==> src/rtl/fb_mem_arbiter_if.sv <==
// Requester-side and Avalon-MM signals of the frame-buffer arbiter.
// The arbiter takes the master modport; the requesters plus memory sit on the slave modport.
interface fb_mem_arbiter_if #(
    parameter int ADDR_W = 32,
    parameter int DATA_W = 16
);
    logic [2:0]          req;
    logic                urgent;
    logic [2:0]          req_we;
    logic [3*ADDR_W-1:0] req_addr;
    logic [3*7-1:0]      req_len;
    logic [3*DATA_W-1:0] req_wdata;
    logic [2:0]          gnt;
    logic [2:0]          wr_ack;
    logic [2:0]          rd_valid;
    logic [DATA_W-1:0]   rd_data;
    logic                busy;
    logic [ADDR_W-1:0]   avm_address;
    logic                avm_read;
    logic                avm_write;
    logic [DATA_W-1:0]   avm_writedata;
    logic [6:0]          avm_burstcount;
    logic                avm_waitrequest;
    logic [DATA_W-1:0]   avm_readdata;
    logic                avm_readdatavalid;

    modport master (
        input  req, urgent, req_we, req_addr, req_len, req_wdata,
        input  avm_waitrequest, avm_readdata, avm_readdatavalid,
        output gnt, wr_ack, rd_valid, rd_data, busy,
        output avm_address, avm_read, avm_write, avm_writedata, avm_burstcount
    );

    modport slave (
        output req, urgent, req_we, req_addr, req_len, req_wdata,
        output avm_waitrequest, avm_readdata, avm_readdatavalid,
        input  gnt, wr_ack, rd_valid, rd_data, busy,
        input  avm_address, avm_read, avm_write, avm_writedata, avm_burstcount
    );
endinterface

==> src/rtl/fb_mem_arbiter.sv <==
// Three-way frame-buffer arbiter (scanout/raster/CPU) onto one Avalon-MM burst master; FB_ARB_AGE_EN adds starvation ageing.
// Latency: req seen in IDLE -> gnt and avm command next cycle; re-arbitration the cycle after the last beat.
// Backpressure: avm_waitrequest freezes the command and wr_ack; read beats follow avm_readdatavalid.
module fb_mem_arbiter #(
    parameter int ADDR_W    = 32,
    parameter int DATA_W    = 16,
    parameter int MAX_BURST = 8,
    parameter int AGE_LIMIT = 64
) (
    input  logic             clk,
    input  logic             reset,
    fb_mem_arbiter_if.master bus
);
    typedef enum logic [1:0] {IDLE, CMD, RDWAIT} state_t;

    state_t            state_q, state_d;
    logic [1:0]        last_q, last_d;      // last winner; doubles as the current owner
    logic [ADDR_W-1:0] addr_q, addr_d;
    logic              we_q, we_d;
    logic [6:0]        len_q, len_d;
    logic [6:0]        cnt_q, cnt_d;
    logic [1:0]        win;
    logic              win_vld;
    logic [2:0]        own_oh;

    logic [ADDR_W-1:0] addr_a  [3];
    logic [6:0]        len_a   [3];
    logic [DATA_W-1:0] wdata_a [3];

    always_comb begin
        for (int i = 0; i < 3; i++) begin
            addr_a[i]  = bus.req_addr[i*ADDR_W +: ADDR_W];
            len_a[i]   = bus.req_len[i*7 +: 7];
            wdata_a[i] = bus.req_wdata[i*DATA_W +: DATA_W];
        end
    end

    function automatic logic [6:0] clamp_len(input logic [6:0] l);
        if (l == 7'd0)
            return 7'd1;
        if (l > 7'(MAX_BURST))
            return 7'(MAX_BURST);
        return l;
    endfunction

    assign own_oh = 3'b001 << last_q;

`ifdef FB_ARB_AGE_EN
    localparam int AGE_W = $clog2(AGE_LIMIT + 1);
    logic [AGE_W-1:0] age_q [3];
    logic [2:0]       aged;

    always_comb begin
        for (int i = 0; i < 3; i++)
            aged[i] = bus.req[i] && (age_q[i] >= AGE_W'(AGE_LIMIT));
    end

    // Counts only cycles spent waiting: cleared while not requesting, when winning, or while owning.
    always_ff @(posedge clk) begin
        for (int i = 0; i < 3; i++) begin
            if (reset || !bus.req[i]
                || (state_q != IDLE && last_q == 2'(i))
                || (state_q == IDLE && win_vld && win == 2'(i)))
                age_q[i] <= '0;
            else if (age_q[i] != AGE_W'(AGE_LIMIT))
                age_q[i] <= age_q[i] + AGE_W'(1);
        end
    end
`endif

    always_comb begin
        win_vld = |bus.req;
        case (last_q)
            2'd0:    win = bus.req[1] ? 2'd1 : (bus.req[2] ? 2'd2 : 2'd0);
            2'd1:    win = bus.req[2] ? 2'd2 : (bus.req[0] ? 2'd0 : 2'd1);
            default: win = bus.req[0] ? 2'd0 : (bus.req[1] ? 2'd1 : 2'd2);
        endcase
`ifdef FB_ARB_AGE_EN
        if (aged[0])
            win = 2'd0;
        else if (aged[1])
            win = 2'd1;
        else if (aged[2])
            win = 2'd2;
`endif
        if (bus.urgent && bus.req[0])
            win = 2'd0;
    end

    always_comb begin
        state_d            = state_q;
        last_d             = last_q;
        addr_d             = addr_q;
        we_d               = we_q;
        len_d              = len_q;
        cnt_d              = cnt_q;
        bus.gnt            = 3'b000;
        bus.wr_ack         = 3'b000;
        bus.rd_valid       = 3'b000;
        bus.rd_data        = '0;
        bus.busy           = (state_q != IDLE);
        bus.avm_address    = '0;
        bus.avm_read       = 1'b0;
        bus.avm_write      = 1'b0;
        bus.avm_writedata  = '0;
        bus.avm_burstcount = 7'd0;
        case (state_q)
            IDLE: begin
                if (win_vld) begin
                    state_d = CMD;
                    last_d  = win;
                    addr_d  = addr_a[win];
                    we_d    = bus.req_we[win];
                    len_d   = clamp_len(len_a[win]);
                    cnt_d   = 7'd0;
                end
            end
            CMD: begin
                bus.gnt            = own_oh;
                bus.avm_address    = addr_q;
                bus.avm_burstcount = len_q;
                if (we_q) begin
                    bus.avm_write     = 1'b1;
                    bus.avm_writedata = wdata_a[last_q];
                    if (!bus.avm_waitrequest) begin
                        bus.wr_ack = own_oh;
                        cnt_d      = cnt_q + 7'd1;
                        if (cnt_q == len_q - 7'd1)
                            state_d = IDLE;
                    end
                end else begin
                    bus.avm_read = 1'b1;
                    if (!bus.avm_waitrequest)
                        state_d = RDWAIT;
                end
            end
            RDWAIT: begin
                bus.gnt = own_oh;
                if (bus.avm_readdatavalid) begin
                    bus.rd_valid = own_oh;
                    bus.rd_data  = bus.avm_readdata;
                    cnt_d        = cnt_q + 7'd1;
                    if (cnt_q == len_q - 7'd1)
                        state_d = IDLE;
                end
            end
            default: state_d = IDLE;
        endcase
    end

    always_ff @(posedge clk) begin
        if (reset) begin
            state_q <= IDLE;
            last_q  <= 2'd2;
            addr_q  <= '0;
            we_q    <= 1'b0;
            len_q   <= 7'd0;
            cnt_q   <= 7'd0;
        end else begin
            state_q <= state_d;
            last_q  <= last_d;
            addr_q  <= addr_d;
            we_q    <= we_d;
            len_q   <= len_d;
            cnt_q   <= cnt_d;
        end
    end
endmodule

==> src/flat_wrapper.sv <==
// flat-port wrapper written by rule: the top's interface ports become plain ports
module fb_mem_arbiter_flat 
#(
    parameter int ADDR_W    = 32,
    parameter int DATA_W    = 16,
    parameter int MAX_BURST = 8,
    parameter int AGE_LIMIT = 64
)
  (clk, reset, bus_req, bus_urgent, bus_req_we, bus_req_addr, bus_req_len, bus_req_wdata, bus_avm_waitrequest, bus_avm_readdata, bus_avm_readdatavalid, bus_gnt, bus_wr_ack, bus_rd_valid, bus_rd_data, bus_busy, bus_avm_address, bus_avm_read, bus_avm_write, bus_avm_writedata, bus_avm_burstcount);
  fb_mem_arbiter_if #(.ADDR_W(ADDR_W), .DATA_W(DATA_W)) bus_i ();
  input  logic clk;
  input  logic reset;
  input wire logic [$bits(bus_i.req)-1:0] bus_req;
  input wire logic [$bits(bus_i.urgent)-1:0] bus_urgent;
  input wire logic [$bits(bus_i.req_we)-1:0] bus_req_we;
  input wire logic [$bits(bus_i.req_addr)-1:0] bus_req_addr;
  input wire logic [$bits(bus_i.req_len)-1:0] bus_req_len;
  input wire logic [$bits(bus_i.req_wdata)-1:0] bus_req_wdata;
  input wire logic [$bits(bus_i.avm_waitrequest)-1:0] bus_avm_waitrequest;
  input wire logic [$bits(bus_i.avm_readdata)-1:0] bus_avm_readdata;
  input wire logic [$bits(bus_i.avm_readdatavalid)-1:0] bus_avm_readdatavalid;
  output wire logic [$bits(bus_i.gnt)-1:0] bus_gnt;
  output wire logic [$bits(bus_i.wr_ack)-1:0] bus_wr_ack;
  output wire logic [$bits(bus_i.rd_valid)-1:0] bus_rd_valid;
  output wire logic [$bits(bus_i.rd_data)-1:0] bus_rd_data;
  output wire logic [$bits(bus_i.busy)-1:0] bus_busy;
  output wire logic [$bits(bus_i.avm_address)-1:0] bus_avm_address;
  output wire logic [$bits(bus_i.avm_read)-1:0] bus_avm_read;
  output wire logic [$bits(bus_i.avm_write)-1:0] bus_avm_write;
  output wire logic [$bits(bus_i.avm_writedata)-1:0] bus_avm_writedata;
  output wire logic [$bits(bus_i.avm_burstcount)-1:0] bus_avm_burstcount;
  assign bus_i.req = bus_req;
  assign bus_i.urgent = bus_urgent;
  assign bus_i.req_we = bus_req_we;
  assign bus_i.req_addr = bus_req_addr;
  assign bus_i.req_len = bus_req_len;
  assign bus_i.req_wdata = bus_req_wdata;
  assign bus_i.avm_waitrequest = bus_avm_waitrequest;
  assign bus_i.avm_readdata = bus_avm_readdata;
  assign bus_i.avm_readdatavalid = bus_avm_readdatavalid;
  assign bus_gnt = bus_i.gnt;
  assign bus_wr_ack = bus_i.wr_ack;
  assign bus_rd_valid = bus_i.rd_valid;
  assign bus_rd_data = bus_i.rd_data;
  assign bus_busy = bus_i.busy;
  assign bus_avm_address = bus_i.avm_address;
  assign bus_avm_read = bus_i.avm_read;
  assign bus_avm_write = bus_i.avm_write;
  assign bus_avm_writedata = bus_i.avm_writedata;
  assign bus_avm_burstcount = bus_i.avm_burstcount;
  fb_mem_arbiter #(.ADDR_W(ADDR_W), .DATA_W(DATA_W), .MAX_BURST(MAX_BURST), .AGE_LIMIT(AGE_LIMIT)) u_core (.clk(clk), .reset(reset), .bus(bus_i));
endmodule
==> config.mk <==
export PLATFORM = sky130hd
export DESIGN_NAME = fb_mem_arbiter_flat
export DESIGN_NICKNAME = d
export VERILOG_FILES = /design/src/rtl/fb_mem_arbiter_if.sv /design/src/rtl/fb_mem_arbiter.sv /design/src/flat_wrapper.sv
export SDC_FILE = /design/constraint.sdc
export NUM_CORES = 1
export LEC_CHECK = 0
export CORE_MARGIN = 10
export CORE_UTILIZATION = 36
export CTS_CLUSTER_DIAMETER = 100
export DETAILED_ROUTE_END_ITERATION = 8
export GPL_TIMING_DRIVEN = 0
export PLACE_DENSITY = 0.88
export SETUP_SLACK_MARGIN = 0.2
export SYNTH_ARGS = -nofsm -noshare
export SYNTH_HDL_FRONTEND = slang
export SYNTH_SLANG_ARGS = --single-unit
==> constraint.sdc <==
create_clock -name clk -period 2.55 [get_ports clk]
set_input_delay 0.3825 -clock clk [delete_from_list [all_inputs] [get_ports clk]]
set_output_delay 0.3825 -clock clk [all_outputs]
set_load 0.02 [all_outputs]
Word level (Yosys, flattened, before mapping). Index checks and enable logic that the tools add are counted.

Output and inout port bits: 83. Bits of input ports: 192. Flip-flop bits (word level): 51. Logic and storage cells: 92.

Reductions and logical operators: 11. Eq/ne operators: 8. Multiplexer cells: 58. Shifts and indexed selects: 1. Add/subtract/negate cells: 2. Bitwise gates (word level): 2. Magnitude comparators: 4.

Operators with widths (count): 16-bit 2-to-1 mux (6); 32-bit 2-to-1 mux (3); 7-bit 2-to-1 mux (11); 32-bit binary-select mux with 2-bit select (1); 16-bit binary-select mux with 2-bit select (1); 2-bit 2-to-1 mux (12); 7-bit case mux with 3 select lines (1); 3-bit 2-to-1 mux (6); 7-bit binary-select mux with 2-bit select (1); 1-bit 2-to-1 mux (13); 7-bit by 1-bit adder with 7-bit output, second input constant (1); 7-bit == test (1); 7-bit by 4-bit greater-than comparator with 1-bit output, second input constant (1); 7-bit zero test (1); 7-bit by 1-bit subtractor with 7-bit output, second input constant (1); 3-bit greater-or-equal comparator, second input constant (2); 2-bit NOT with 3-bit output (2); 2-bit case mux with 3 select lines (1); 5-bit AND reduction (1); 2-bit by 1-bit == test with 1-bit output, second input constant (2); 2-bit zero test (2); 2-bit by 1-bit inequality test with 1-bit output, second input constant (2); 2-bit inequality test, second input constant (2); 2-bit case mux with 2 select lines (1); 11 further kinds (11).

Longest topological paths before layout.
Depth in word-level cells: 17. Mapped depth: 9.

Least setup slack after synthesis. No wires, ideal clock.

Kind: reg2out. Start: reg u_core.state_q[1]. End: out bus_wr_ack[0]. Stages on the path, launching flop included: 6. Slack: 0.599 ns. Arrival time: 1.569 ns. Buffers on the path: 1. Cells stage by stage: dfxtp_1 inv_1 ha_1 nand2_1 clkbuf_1 nor4_1.

Longest elaborated chain between the ends: 2.

RTL lines: start, declared (RTL line fb_mem_arbiter.sv:16) `state_t state_q, state_d;`; start signal, assigned (RTL line fb_mem_arbiter.sv:160) `state_q <= state_d;`; 2-bit by 1-bit == test with 1-bit output (RTL line fb_mem_arbiter.sv:107) `case (state_q)`; 3-bit 2-to-1 mux (RTL line fb_mem_arbiter.sv:107); end, declared (RTL line flat_wrapper.sv:23) `output wire logic [$bits(bus_i.wr_ack)-1:0] bus_wr_ack;`.

Every way passes these cells.

Worst setup path in the final report.
Start: reg u_core.last_q[1]. End: out bus_gnt[2].

Longest elaborated chain between the ends: 2.

RTL lines: start, declared (RTL line fb_mem_arbiter.sv:17) `logic [1:0] last_q, last_d;`; start signal, assigned (RTL line fb_mem_arbiter.sv:161) `last_q <= last_d;`; 1-bit by 2-bit left shift with 3-bit output (RTL line fb_mem_arbiter.sv:46) `assign own_oh = 3'b001 << last_q;`; 3-bit 2-to-1 mux (RTL line fb_mem_arbiter.sv:107); end, declared (RTL line flat_wrapper.sv:22) `output wire logic [$bits(bus_i.gnt)-1:0] bus_gnt;`.

Every way passes these cells.

==> results <==
- The flow ran to the end, and the final reports show no timing, DRC or antenna violations.
- Counting every instance in the synthesized netlist gives 514.
- The final estimated routing congestion in global placement is 0.942.
- 0 antenna diodes ended up in the layout.
- The min-delay analysis places its worst path in the category reg -> reg.
- The wire length of the first global-routing pass is 27400 um.
- For this configuration, the core starts out at a cell density of 37.2%.
- The final hold violation count is 0.
- Counting the fill cells in the layout gives 886.
- The number of buffers inserted by hold repair at cts is 0.
- The largest stage delay on the critical path is 0.36 ns.
- Walking the worst path, the cells encountered are buf_4, nor2b_1, clkbuf_4, clkbuf_4, and2_1, dlygate4sd2_1.
- The count of buffers added on input and output ports is 273.
- The die extent in y is 124 um.
- The element type at the critical path end is an output port.
- The total routing usage reported by global routing is 22.4%.
- TritonCTS built the clock tree.
- After clock tree synthesis, the clock-pin slew on the worst setup and hold paths is 0.09 ns.
- The most numerous cell type found on the critical path is sky130_fd_sc_hd__clkbuf_4.
- The area share of the largest cell type after synthesis is 26.4%.
- The die covers 0.0153 mm^2.
- Counting both buffers and inverters, the worst setup path holds a total of 4.
- The worst hold path passes through 2 cells.
- The worst register-to-register path ends at u_core.state_q[0].
- The maximum count of clock buffers along a single path is 2.
- In this run, distinct cell masters in the synthesized netlist total 47.
- The ratio of total power to cell area is 658 mW/mm^2.
- The number of nets handed over by synthesis was 712.
- The setup path with the least slack is of type reg -> out.
- For the pin with the worst max-slew slack, the measured transition is 0.639 ns.
- The share of synthesized registers carrying an async set or reset is 0%.
- The number of warnings printed during yosys synthesis is 0.
- Max-cap violations in this run came to 0.
- For the worst flop-to-flop path, the logic depth is 9.
- Clock tree synthesis found a total of 51 sinks.
- The number of global-route vias before repair came to 5035.
- In this run the tightest slew margin relative to its limit is 57.4%.
- The main flop type after synthesis is sky130_fd_sc_hd__dfxtp_1.
- The final hold slack is 0.489 ns.
- The final wirelength is 18300 um.
- The mapped netlist covers 0.00387 mm^2.
- The post-route netlist has 8.27% of its cells at a drive strength greater than 1.
- The routed layout has 4848 vias.
- Data on the critical path is required at its endpoint by 2.17 ns.
- The largest voltage drop on the vdd net is 373 uV.
- The worst setup slack for register-to-register paths is 0.45 ns.
- The post-detailed-route DRC marker count is 0.
- Clock latency on the worst-skew pair, taken at its later pin, is 0.30 ns.
- By area the synthesized netlist is led by sky130_fd_sc_hd__dfxtp_1, sky130_fd_sc_hd__mux2i_1, sky130_fd_sc_hd__nor2_1.
- The launching point of the worst reg2reg path is u_core.len_q[0].
- The setup skew after layout is 0.00803 ns.
- The first detailed-routing pass ran for 4 iterations.
- The placeable core region is 0.0104 mm^2.
- After the last flow step, the layout net total stands at 996.
- The end-of-flow core utilization is 66.2%.
- After layout, the minimum clock period comes to 2.26 ns.
- Among cell families on the critical path, the largest total delay comes from buffers and inverters.
- The count of H-tree levels built during CTS is 2.
- The sort of element at the start of the critical path is a register.
- The die width is 124 um.
- The peak fanout along the critical path is 10.
- The number of ports placed on the die boundary is 275.
- The highest-delay cell along the critical path is sky130_fd_sc_hd__dlygate4sd2_1.
- The floorplan row count is 37.
- The detail-routed net length per standard cell is 19.6 um.
- Using the TritonRoute via totals, the vias-per-cell ratio works out to 5.19.
- The portion of the post-synthesis area used by sequential elements is 26.4%.
- Setup repair after global routing could not meet its margin everywhere.
- Timing would allow up to 0.443 GHz.
- The total setup violations reported at the end of the flow is 0.
- The number of buffers added by the clock tree synthesis step is 5.
- The final max-slew violation count is 0.
- Summed over all cells, the static leakage comes to 3.21 nW.
- The synthesized area divided by synthesized cell count is 7.53 um^2.
- The worst hold path terminates at u_core.addr_q[1].
- The area growth from synthesis to layout is 78.2%.
- Data arrives at the worst endpoint at 1.88 ns.
- After layout, the worst path uses 88.5% of the clock period.
- The number of register bits inferred by synthesis is 51.
- The post-synthesis cell type with the largest combined area is sky130_fd_sc_hd__dfxtp_1.
- The maximum number of pins on one net before global-route repair is 15.
- The initial antenna violation count was 0.
- The root buffer selected by CTS is sky130_fd_sc_hd__clkbuf_8.
- The start point of the worst hold path is u_core.addr_q[1].
- The detailed router finished its first iteration with 204 violations.
- The count of nets left with antenna violations once routing finished came out at 0.
- The HPWL after detailed placement is 15100 um.
- Global routing finished with a remaining overflow of 0.
- Yosys mapped a number of flops with a built-in enable equal to 0.
[stage by stage]
step	power, mW	std cells	setup slack, ns	TNS, ns	instance area [um^2]
floorplan	2.85	514	0.599	0	3870
global placement	3.91	923	-0.295	-8.62	6770
detailed placement	4.00	923	-0.406	-12.85	6770
CTS	4.50	930	0.104	0	6840
global route	4.86	934	0.169	0	6900
finish	4.54	934	0.292	0	6900
[layout by cell type, fill, tap and decap left out, drive strengths merged, types with 34 or more instances in the layout]
cell and n:
clkdlybuf4s50 192, nor2 120, dlygate4sd2 61, mux2i 55, a21oi 53, dfxtp 51
and2 43, clkbuf 40, a211oi 34
[worst register-to-register path, stage by stage, from the launching register on]
cell and delay, ns:
sky130_fd_sc_hd__dfxtp_2 0.41, sky130_fd_sc_hd__inv_1 0.06, sky130_fd_sc_hd__ha_1 0.18, sky130_fd_sc_hd__clkbuf_1 0.18, sky130_fd_sc_hd__xnor2_1 0.16, sky130_fd_sc_hd__nand2_1 0.07, sky130_fd_sc_hd__o21ai_0 0.07, sky130_fd_sc_hd__a2111oi_0 0.39
sky130_fd_sc_hd__and3_1 0.30, sky130_fd_sc_hd__o22ai_1 0.13
[what timing repair did]
item	CTS	global route
resized for setup	110	42
cloned	0	0
endpoints found under the setup margin	118	72
pin swaps	0	2
buffers inserted	0	4
[worst max-delay path by stage]
stage,startpoint,to,cells past startpoint
global route,u_core.last_q[1],bus_rd_valid[2],6
detailed placement,bus_req[0],u_core.len_q[0],7
finish,u_core.last_q[1],bus_gnt[2],6
global placement,bus_req[0],u_core.len_q[0],7
CTS,u_core.state_q[1],bus_avm_writedata[6],7
floorplan,u_core.state_q[1],bus_wr_ack[0],5
[sequential cells by signal, summed over array words and instances (netlist names)]
register        flops
u_core.we_q         1
u_core.cnt_q        7
u_core.last_q       2
u_core.addr_q      32
u_core.len_q        7
u_core.state_q      2
[synthesized netlist by cell type (6+ instances only)]
library cell / count
sky130_fd_sc_hd__xor2_1: 9
sky130_fd_sc_hd__o21ai_0: 7
sky130_fd_sc_hd__mux2i_1: 55
sky130_fd_sc_hd__dfxtp_1: 51
sky130_fd_sc_hd__nor2_1: 120
sky130_fd_sc_hd__nor3_1: 10
sky130_fd_sc_hd__a21oi_1: 53
sky130_fd_sc_hd__and2_1: 43
sky130_fd_sc_hd__inv_1: 7
sky130_fd_sc_hd__buf_1: 7
sky130_fd_sc_hd__clkbuf_1: 26
sky130_fd_sc_hd__nand2_1: 11
sky130_fd_sc_hd__ha_1: 6
sky130_fd_sc_hd__a211oi_1: 33
sky130_fd_sc_hd__and3_1: 19
[kinds of logic after synthesis]
family                   Yosys count  synth area share, %
multiplexers                      55                 14.2
AO/OA/AOI/OAI                    111                 18.8
AND/OR/NAND/NOR                  226                 29.2
adder cells (fa/ha/maj)            6                 1.94
XOR/XNOR                          15                 3.59
buffers and inverters             50                 5.88
flip-flops                        51                 26.4
[where the power goes]
part / leakage (nW) / switching, mW / total [mW] / internal, mW
registers: 0.421 / 0.123 / 1.12 / 1.00
logic: 2.74 / 1.63 / 2.86 / 1.23
clock network: 0.0513 / 0.264 / 0.552 / 0.288
total: 3.21 / 2.02 / 4.54 / 2.52
[area by class of cell]
class	instances	area, um^2	area share (%)
buffer	43	246	3.57
clock buffer	6	72.6	1.05
clock inverter	1	30.0	0.435
inverter	7	26.3	0.381
multi-input combinational	413	2650	38.4
sequential	51	1020	14.8
tap	136	170	2.47
timing repair buffer	277	2680	38.9
[per-layer routing]
layer  vias to the layer above  routed length (um)  track usage [%]
met5                         -                   0                0
met4                         0                 331             5.24
met3                        23                2040             9.68
met2                       231                9130             40.8
met1                      2249                6770             23.2
li1                       2345                   -                -
No activity file was read; power rests on OpenSTA's default activity.
